===== config.mk =====
export PLATFORM = sky130hd
export DESIGN_NAME = uc_pilha
export DESIGN_NICKNAME = d
export VERILOG_FILES = /design/src/rtl/pilha_pkg.sv /design/src/rtl/uc_pilha.sv
export SDC_FILE = /design/constraint.sdc
export NUM_CORES = 1
export LEC_CHECK = 0
export CAP_MARGIN = 20
export CORE_MARGIN = 2
export CORE_UTILIZATION = 50
export DETAILED_ROUTE_END_ITERATION = 6
export GPL_ROUTABILITY_DRIVEN = 0
export HOLD_SLACK_MARGIN = 0.05
export PLACE_DENSITY = 0.88
export SYNTH_ARGS = -nofsm -noshare
export SYNTH_HDL_FRONTEND = slang
export SYNTH_SLANG_ARGS = --single-unit

===== constraint.sdc =====
create_clock -name clock -period 16.5 [get_ports clock]
set_clock_uncertainty 0.15 [all_clocks]
set_input_delay 2.475 -clock clock [delete_from_list [all_inputs] [get_ports clock]]
set_output_delay 2.475 -clock clock [all_outputs]
set_load 0.02 [all_outputs]

===== src/rtl/pilha_pkg.sv =====
// Shared definitions for the stack control unit: state encoding, stack geometry
// and the register number of $rp in the register file.
package pilha_pkg;

    localparam int DATA_W = 32;

    localparam logic [DATA_W-1:0] RP_BASE = 32'd25;
    localparam logic [DATA_W-1:0] DEPTH   = 32'd32;
    localparam logic [DATA_W-1:0] RP_FULL = RP_BASE + DEPTH;
    localparam logic [DATA_W-1:0] ONE     = 32'd1;

    localparam logic [4:0] ADDR_RP = 5'd3;

    typedef enum logic [1:0] {
        OCIOSO   = 2'd0,
        ESCREVE  = 2'd1,
        LE       = 2'd2,
        ATUALIZA = 2'd3
    } estado_t;

endpackage


===== src/rtl/uc_pilha.sv =====
// Stack control unit: sequences push/pop against data memory and hands the
// updated $rp back to the register file for exactly one cycle.
module uc_pilha
    import pilha_pkg::*;
(
    input  logic              clock,
    input  logic              reset,
    input  logic              push,
    input  logic              pop,
    input  logic [DATA_W-1:0] rp_in,
    input  logic [DATA_W-1:0] dado_push,
    input  logic [DATA_W-1:0] mem_rdata,
    input  logic              mem_ready,
    output logic              pronto,
    output logic [DATA_W-1:0] mem_addr,
    output logic [DATA_W-1:0] mem_wdata,
    output logic              mem_we,
    output logic              mem_re,
    output logic [DATA_W-1:0] rp,
    output logic              PilhaE,
    output logic [DATA_W-1:0] pop_dado,
    output logic              pop_valido,
    output logic              erro,
    output estado_t           estado
);

    // Handshake: push/pop are taken only on a rising edge where pronto=1;
    // a memory access is held (strobe, address, data) until mem_ready=1 is
    // seen on a rising edge, which completes it in that same cycle.
    logic [DATA_W-1:0] rp_lat;

    always_ff @(posedge clock or posedge reset) begin
        if (reset) begin
            estado     <= OCIOSO;
            pronto     <= 1'b1;
            mem_we     <= 1'b0;
            mem_re     <= 1'b0;
            PilhaE     <= 1'b0;
            pop_valido <= 1'b0;
            erro       <= 1'b0;
            rp         <= '0;
            mem_addr   <= '0;
            mem_wdata  <= '0;
            pop_dado   <= '0;
            rp_lat     <= '0;
        end else begin
            PilhaE     <= 1'b0;
            pop_valido <= 1'b0;
            erro       <= 1'b0;
            case (estado)
                OCIOSO: begin
                    if (push && pop) begin
                        erro <= 1'b1;
                    end else if (push) begin
                        if (rp_in == RP_FULL) begin
                            erro <= 1'b1;
                        end else begin
                            rp_lat    <= rp_in;
                            mem_addr  <= rp_in;
                            mem_wdata <= dado_push;
                            mem_we    <= 1'b1;
                            pronto    <= 1'b0;
                            estado    <= ESCREVE;
                        end
                    end else if (pop) begin
                        if (rp_in == RP_BASE) begin
                            erro <= 1'b1;
                        end else begin
                            rp_lat   <= rp_in;
                            mem_addr <= rp_in - ONE;
                            mem_re   <= 1'b1;
                            pronto   <= 1'b0;
                            estado   <= LE;
                        end
                    end
                end
                ESCREVE: begin
                    if (mem_ready) begin
                        mem_we <= 1'b0;
                        rp     <= rp_lat + ONE;
                        PilhaE <= 1'b1;
                        estado <= ATUALIZA;
                    end
                end
                LE: begin
                    if (mem_ready) begin
                        mem_re     <= 1'b0;
                        pop_dado   <= mem_rdata;
                        pop_valido <= 1'b1;
                        rp         <= rp_lat - ONE;
                        PilhaE     <= 1'b1;
                        estado     <= ATUALIZA;
                    end
                end
                ATUALIZA: begin
                    pronto <= 1'b1;
                    estado <= OCIOSO;
                end
                default: begin
                    pronto <= 1'b1;
                    estado <= OCIOSO;
                end
            endcase
        end
    end

endmodule


==> summary.txt, run 1 <==
Run status
  – Outcome: finished clean

Logic synthesis
  – Post-synth EDFFs: 0
  – YS warnings: 0
  – Top_reg_cell synth: dfrtp_1
  – Post-synth cell types: 72
  – Post-Syn Area per Cell: 10.1 um2
  – Synth Instances: 910
  – Asr flop ratio synth: 1.00
  – Synthesis-stage register bit count: 168
  – Mapped cell area: 0.00923 mm2
  – Sequential cell area fraction in the yosys report: 0.455
  – Syn nets: 1,019

CTS
  – PostCTS Resize Cnt: 0
  – CTS H-Tree Depth: 4
  – CTS Buffer Depth: 2
  – Hold buffers post-CTS: 0
  – Clock root buffer: clkbuf_16
  – TritonCTS clock tree: done
  – Setup Fix Bufs, Post-CTS: 0
  – Clk slew on worst S/H paths: 0.06 ns
  – CTS Buf Count: 17
  – Clock Latency Late Sink: 0.42 ns
  – Clock sinks: 168

Floorplan
  – Die area: 0.0196 mm2
  – Core Footprint: 0.0180 mm2
  – DIE WIDTH: 140 um
  – Die height: 140 um
  – Starting Density: 0.512
  – Io pins: 237
  – Row cnt: 49

Worst hold path
  – Worst hold endpoint: rp[16]$_DFFE_PP0P_
  – Hold path depth: 2
  – Hold WC Path Type: flip-flop to flip-flop
  – Hold wc startpoint: rp[16]$_DFFE_PP0P_

Timing
  – Final setup TNS: 0 ns
  – Fin worst setup slack: 10.60 ns
  – Count of final setup violators: 0
  – Min cycle time layout: 5.90 ns
  – Final worst-path cycle share: 0.357
  – Max-slew headroom: 0.415
  – Fmax: 0.170 GHz
  – Slew at the pin closest to its max-slew limit: 0.877 ns
  – Hold Vio Cnt, Final: 0
  – RSZ-0062 raised after global routing: no
  – Final Slew Violations: 0

Power and ir drop
  – Total power: 2.61 mW
  – Psw: 1.09 mW
  – Switching Share: 0.418
  – VDD IR max: 0.124 mV
  – Combinational Power Share: 0.532
  – P_leak: 4.85 nW
  – PD cells: 213 mW/mm2
  – Clock share of power: 0.147
  – Reg power frac: 0.321
  – Internal power: 1.52 mW

Route
  – Post-route ant nets: 0
  – Post-Route M1 WL: 10,700 um
  – DR pass1 iterations: 5
  – Via count: 7,598
  – DR WL/cell: 17.6 um
  – Via density: 5.64
  – DR WL met2: 10,900 um
  – Top layer in use: met4
  – Final wirelength: 23,700 um
  – Met3 WL: 1530 um
  – Initial DRC count: 528
  – DRC: 0

Critical path
  – CP Max Fanout: 89
  – R2R depth: 9
  – Crit Path Class: primary input to flip-flop
  – CP peak stage delay: 0.59 ns
  – Critical path launch point type: primary input
  – Worst r2r dst: rp[31]$_DFFE_PP0P_
  – Crit path capture type: flip-flop
  – Critical Path AT: 6.05 ns
  – Crit path top cell by count: buf_4
  – Critical register-to-register path startpoint: estado[0]$_DFFE_PP0P_
  – Critical-path cell list: clkdlybuf4s50_1 > or4_4 > or4_1 > or3_4 > o31a_1 > buf_4 > o21bai_4 > buf_4 > buf_16 > mux2_4
  – Worst path required time: 16.65 ns
  – Crit-path slowest cell: or4_4
  – R2R setup slack: 12.32 ns

Global routing
  – Initial antenna violation count: 0
  – Vias in the first global route: 7,367
  – Largest net degree at the start of global routing: 101
  – First-pass GRT wire length: 38,300 um
  – GRT Util Overall: 0.242
  – GRT overflow: 0

Placed design
  – Port-buffer cells: 236
  – DP HPWL: 17,200 um
  – Pre-CTS WS: 10.08 ns
  – Post-DP Area: 0.0117 mm2

Cells and area
  – Area grow syn2layout: 32.9%
  – Fin nets: 1,214
  – Fillers: 1,391
  – Design area: 0.0123 mm2
  – Layout cells sized above 1: 0.138
  – Register area: 0.00421 mm2
  – Multi-input logic area: 0.00470 mm2
  – ANT cells: 0

Run
  – Max Cap Violations: 0
[critical path: cells and delay by family]
family | cells | cell delay [ns]
compound gates | 2 | 0.51
buf+inv | 4 | 1.20
mux | 1 | 0.36
simple gates | 3 | 1.44
[final cells by class]
cell class / count / share of cell area
multi-input cells: 659 / 0.383
flip-flops and latches: 168 / 0.343
repair buffers: 244 / 0.200
clock buffers: 18 / 0.0350
well taps: 229 / 0.0233
clock inverters: 14 / 0.0118
inverters: 15 / 0.00499
[cells by family after synthesis]
group | share of synthesized area
buffers and inverters | 0.0384
multiplexers | 0.131
XOR/XNOR | 0.0768
AO/OA/AOI/OAI | 0.145
AND/OR/NAND/NOR | 0.142
flip-flops | 0.455
adder cells (fa/ha/maj) | 0.0108
[synth_stat cells, types with 7 or more instances]
cell type	n	area, um2
dfrtp_1	167	4180
nand2_1	76	285
nor2_1	75	282
o21ai_0	72	360
mux2_2	65	732
xnor2_1	58	508
a21oi_1	53	265
clkbuf_1	53	199
mux2_4	30	450
xor2_1	23	201
nor3_1	20	100
o31a_1	17	149
inv_1	15	56.3
nand3_1	15	75.1
a31oi_1	8	50.1
ha_1	8	100
or3_1	8	50.1
and4b_1	7	70.1
nor4_1	7	43.8
[registers in the layout, indices dropped and copies added (netlist names)]
| signal | cells |
|---|---|
| PilhaE | 1 |
| pop_valido | 1 |
| mem_wdata | 32 |
| mem_addr | 32 |
| mem_we | 1 |
| mem_re | 1 |
| estado | 2 |
| erro | 1 |
| pop_dado | 32 |
| rp | 32 |
| pronto | 1 |
| rp_lat | 32 |
[power groups by stage]
stage	Clock [mW]	Sequential, mW	Combinational (mW)
6_report	0.383	0.839	1.39
5_1_grt	0.407	0.871	1.50
4_1_cts	0.392	0.835	1.39
3_5_place_dp	0	0.839	1.38
3_3_place_gp	0	0.825	1.35
2_1_floorplan	0	0.927	0.757
[per-stage QoR]
stage,util,hold slack [ns],std cells
floorplan,-,0.372,910
global placement,0.647,0.311,1313
detailed placement,0.647,0.319,1313
CTS,0.679,0.334,1345
global route,0.681,0.362,1347
finish,0.681,0.328,1347
[placed cells by master, fill, tap and decap left out, types with 5 or more instances in the layout]
master,netlist,routed
clkbuf_16,0,17
xor2_1,23,23
nor4_1,7,7
nand3_1,15,15
o22a_1,5,5
a21oi_1,53,53
a31oi_1,8,8
nand2b_1,6,6
buf_4,0,6
or2_2,5,5
nor2_1,75,75
or3_1,8,8
inv_1,15,14
inv_6,0,5
o21a_1,6,6
o21ai_0,72,71
ha_1,8,7
nor3_1,20,20
clkdlybuf4s50_1,0,236
a22oi_1,6,6
mux2_4,30,30
and4b_1,7,7
xnor2_1,58,58
mux2_2,65,65
nand2_1,76,76
dfrtp_1,167,167
o31a_1,17,17
or4_1,6,6
nand3b_1,6,6
nand4_1,5,5
[layer usage]
metal  GRT usage  vias up
met4      0.0826        0
met2       0.369      300
met1       0.348     3625
li1            -     3636
met5           0        -
met3      0.0451       37
[how the worst max path moves through the flow]
stage,slack (ns),end,start
2_1_floorplan,9.33,PilhaE$_DFF_PP0_,reset
3_3_place_gp,10.13,rp_lat[13]$_DFFE_PP0P_,rp_in[22]
3_5_place_dp,10.08,rp_lat[13]$_DFFE_PP0P_,rp_in[22]
4_1_cts,10.52,rp_lat[13]$_DFFE_PP0P_,rp_in[22]
5_1_grt,10.48,rp_lat[13]$_DFFE_PP0P_,rp_in[22]
6_report,10.60,rp_lat[25]$_DFFE_PP0P_,rp_in[22]
Note: power is estimated with default switching activity, not from simulation.
==> run 2, diff against run 1 <==
- CORE_UTILIZATION: 50 -> 45
- PLACE_DENSITY: 0.88 -> 0.84
- clock period: 16.5 -> 5 ns (I/O delays scaled with it)
==> run 2 against run 1 <==
- global-route usage down 1.3 points
- wire length up 4.3%
- via count up 1.6%
- worst hold slack better by 0.0020 ns
- cell count up 3.3%
- critical path depth down 1
- first-iteration DRC count up 12%
- critical path type unchanged
- critical endpoint is now mem_addr[27]$_DFFE_PP0P_
- highest routed layer unchanged
==> summary.txt, run 2 (synthesized netlist as in run 1, its figures left out) <==
Run status
  – Outcome: finished clean

CTS
  – TritonCTS clock tree: done
  – Clock Latency Late Sink: 0.43 ns (about the same)
  – Setup Fix Bufs, Post-CTS: 0 (unchanged)
  – Clock root buffer: clkbuf_16
  – Hold buffers post-CTS: 0 (unchanged)
  – CTS H-Tree Depth: 4 (unchanged)
  – CTS Buf Count: 17 (unchanged)
  – PostCTS Resize Cnt: 0 (unchanged)
  – Clk slew on worst S/H paths: 0.07 ns (about the same)
  – CTS Buffer Depth: 2 (unchanged)
  – Clock sinks: 168 (unchanged)

Global routing
  – GRT overflow: 0 (unchanged)
  – First-pass GRT wire length: 40,100 um (+4.7%)
  – Initial antenna violation count: 0 (unchanged)
  – Vias in the first global route: 7,629 (+3.6%)
  – Largest net degree at the start of global routing: 95 (-5.9%)
  – GRT Util Overall: 0.229 (-0.0129)

Timing
  – Min cycle time layout: 3.89 ns
  – Final setup TNS: 0 ns (unchanged)
  – RSZ-0062 raised after global routing: no
  – Final Slew Violations: 0 (unchanged)
  – Slew at the pin closest to its max-slew limit: 0.931 ns (+0.0545 ns)
  – Count of final setup violators: 0 (unchanged)
  – Final worst-path cycle share: 0.777
  – Fmax: 0.257 GHz
  – Hold Vio Cnt, Final: 0 (unchanged)
  – Max-slew headroom: 0.377 (-0.0387)

Critical path
  – Crit path capture type: flip-flop
  – Critical Path AT: 4.06 ns (-1.99 ns)
  – R2R setup slack: 1.19 ns (-11.13 ns)
  – Worst r2r dst: rp[31]$_DFFE_PP0P_
  – Critical path launch point type: primary input
  – Crit path to: mem_addr[27]$_DFFE_PP0P_
  – Crit Path Class: primary input to flip-flop
  – CP Max Fanout: 40 (-55%)
  – R2R depth: 8 (-1)
  – Critical register-to-register path startpoint: estado[0]$_DFFE_PP0P_
  – Worst path required time: 5.17 ns (-11.48 ns)
  – Crit. Startpoint: rp_in[22]

Cells and area
  – Commonest non-fill, non-tap cell in the layout: clkdlybuf4s50_1
  – Area grow syn2layout: 33.9%
  – Fin nets: 1,217 (+0.25%)
  – Commonest cells after routing, fill and taps aside: clkdlybuf4s50_1, dfrtp_1, nand2_1
  – Layout cells sized above 1: 0.141 (+0.00320)
  – Fillers: 1,651 (+19%)
  – ANT cells: 0 (unchanged)

Floorplan
  – DIE WIDTH: 147 um (+5.3%)
  – Starting Density: 0.458 (-0.0545)
  – Core Footprint: 0.0202 mm2 (+12%)
  – Io pins: 237 (unchanged)
  – Die area: 0.0217 mm2 (+11%)
  – Die height: 147 um (+5.3%)
  – Row cnt: 52 (+6.1%)

Placed design
  – Port-buffer cells: 236 (unchanged)
  – DP HPWL: 18,000 um (+4.6%)

Route
  – DRC: 0 (unchanged)
  – DR WL/cell: 17.8 um (+0.96%)
  – Post-route ant nets: 0 (unchanged)
  – Via count: 7,718 (+1.6%)
  – Final wirelength: 24,700 um (+4.3%)
  – Initial DRC count: 593 (+12%)
  – DR pass1 iterations: 6 (+1)
  – Via density: 5.55 (-1.6%)

Worst hold path
  – Hold WC Path Type: flip-flop to flip-flop

Power and ir drop
  – P_leak: 4.88 nW (+0.54%)
  – Total power: 8.68 mW (+230%)
  – VDD IR max: 0.356 mV (+190%)
  – PD cells: 702 mW/mm2 (+230%)

Run
  – Max Cap Violations: 0 (unchanged)
## run 2: cell types whose count changed in the layout (fill, tap and decap cells not counted), moves of 2 or more
cell	change
clkinvlp_4	-2
buf_12	+3
buf_4	+2
inv_8	+3
## run 2: area by class of cell
type	count	area (um2)	area share
Multi-Input combinational cell	659	4700	0.380
Sequential cell	168	4210	0.340
Timing Repair Buffer	247	2480	0.201
Clock buffer	17	425	0.0344
Tap cell	270	338	0.0273
Clock inverter	15	151	0.0122
Inverter	15	60.1	0.00486
## run 2: critical path, cell delays in order
cell and delay [ns]:
clkdlybuf4s50_1 0.51, or4_4 0.59, or4_1 0.46, or3_4 0.39
nor3_2 0.41, o21bai_4 0.17, buf_12 0.21, buf_4 0.23
mux2_4 0.31
## run 2: worst min-delay path by stage
stage                  startpoint                  to  cells after the start  slack (ns)
6_report       rp[25]$_DFFE_PP0P_  rp[25]$_DFFE_PP0P_                      2        0.33
5_1_grt        rp[18]$_DFFE_PP0P_  rp[18]$_DFFE_PP0P_                      2        0.37
4_1_cts        rp[20]$_DFFE_PP0P_  rp[20]$_DFFE_PP0P_                      2        0.34
3_5_place_dp   rp[20]$_DFFE_PP0P_  rp[20]$_DFFE_PP0P_                      2        0.32
3_3_place_gp   rp[22]$_DFFE_PP0P_  rp[22]$_DFFE_PP0P_                      2        0.31
2_1_floorplan  pronto$_DFFE_PP1P_  pronto$_DFFE_PP1P_                      2        0.37
## run 2: per-layer routing
| layer | global-route usage | routed length, um |
|---|---|---|
| met4 | 0.0880 | 690 |
| met2 | 0.354 | 11400 |
| met3 | 0.0450 | 1730 |
| met5 | 0 | 0 |
| met1 | 0.319 | 10900 |
## run 2: stage by stage
| stage | area [um2] | setup WS (ns) | util | hold slack [ns] | std cells |
|---|---|---|---|---|---|
| after floorplan | 9240 | 0.513 | - | 0.372 | 910 |
| after global placement | 11800 | 0.631 | 0.583 | 0.312 | 1358 |
| after detailed placement | 11800 | 0.505 | 0.583 | 0.320 | 1358 |
| after CTS | 12300 | 0.938 | 0.612 | 0.335 | 1390 |
| after global routing | 12400 | 0.937 | 0.613 | 0.366 | 1391 |
| final | 12400 | 1.11 | 0.613 | 0.330 | 1391 |
## run 2: where the power goes
part	total (mW)	switching, mW	internal (mW)
clock network	1.29	0.624	0.665
registers	2.80	0.757	2.04
logic	4.59	2.32	2.28
total	8.68	3.70	4.98
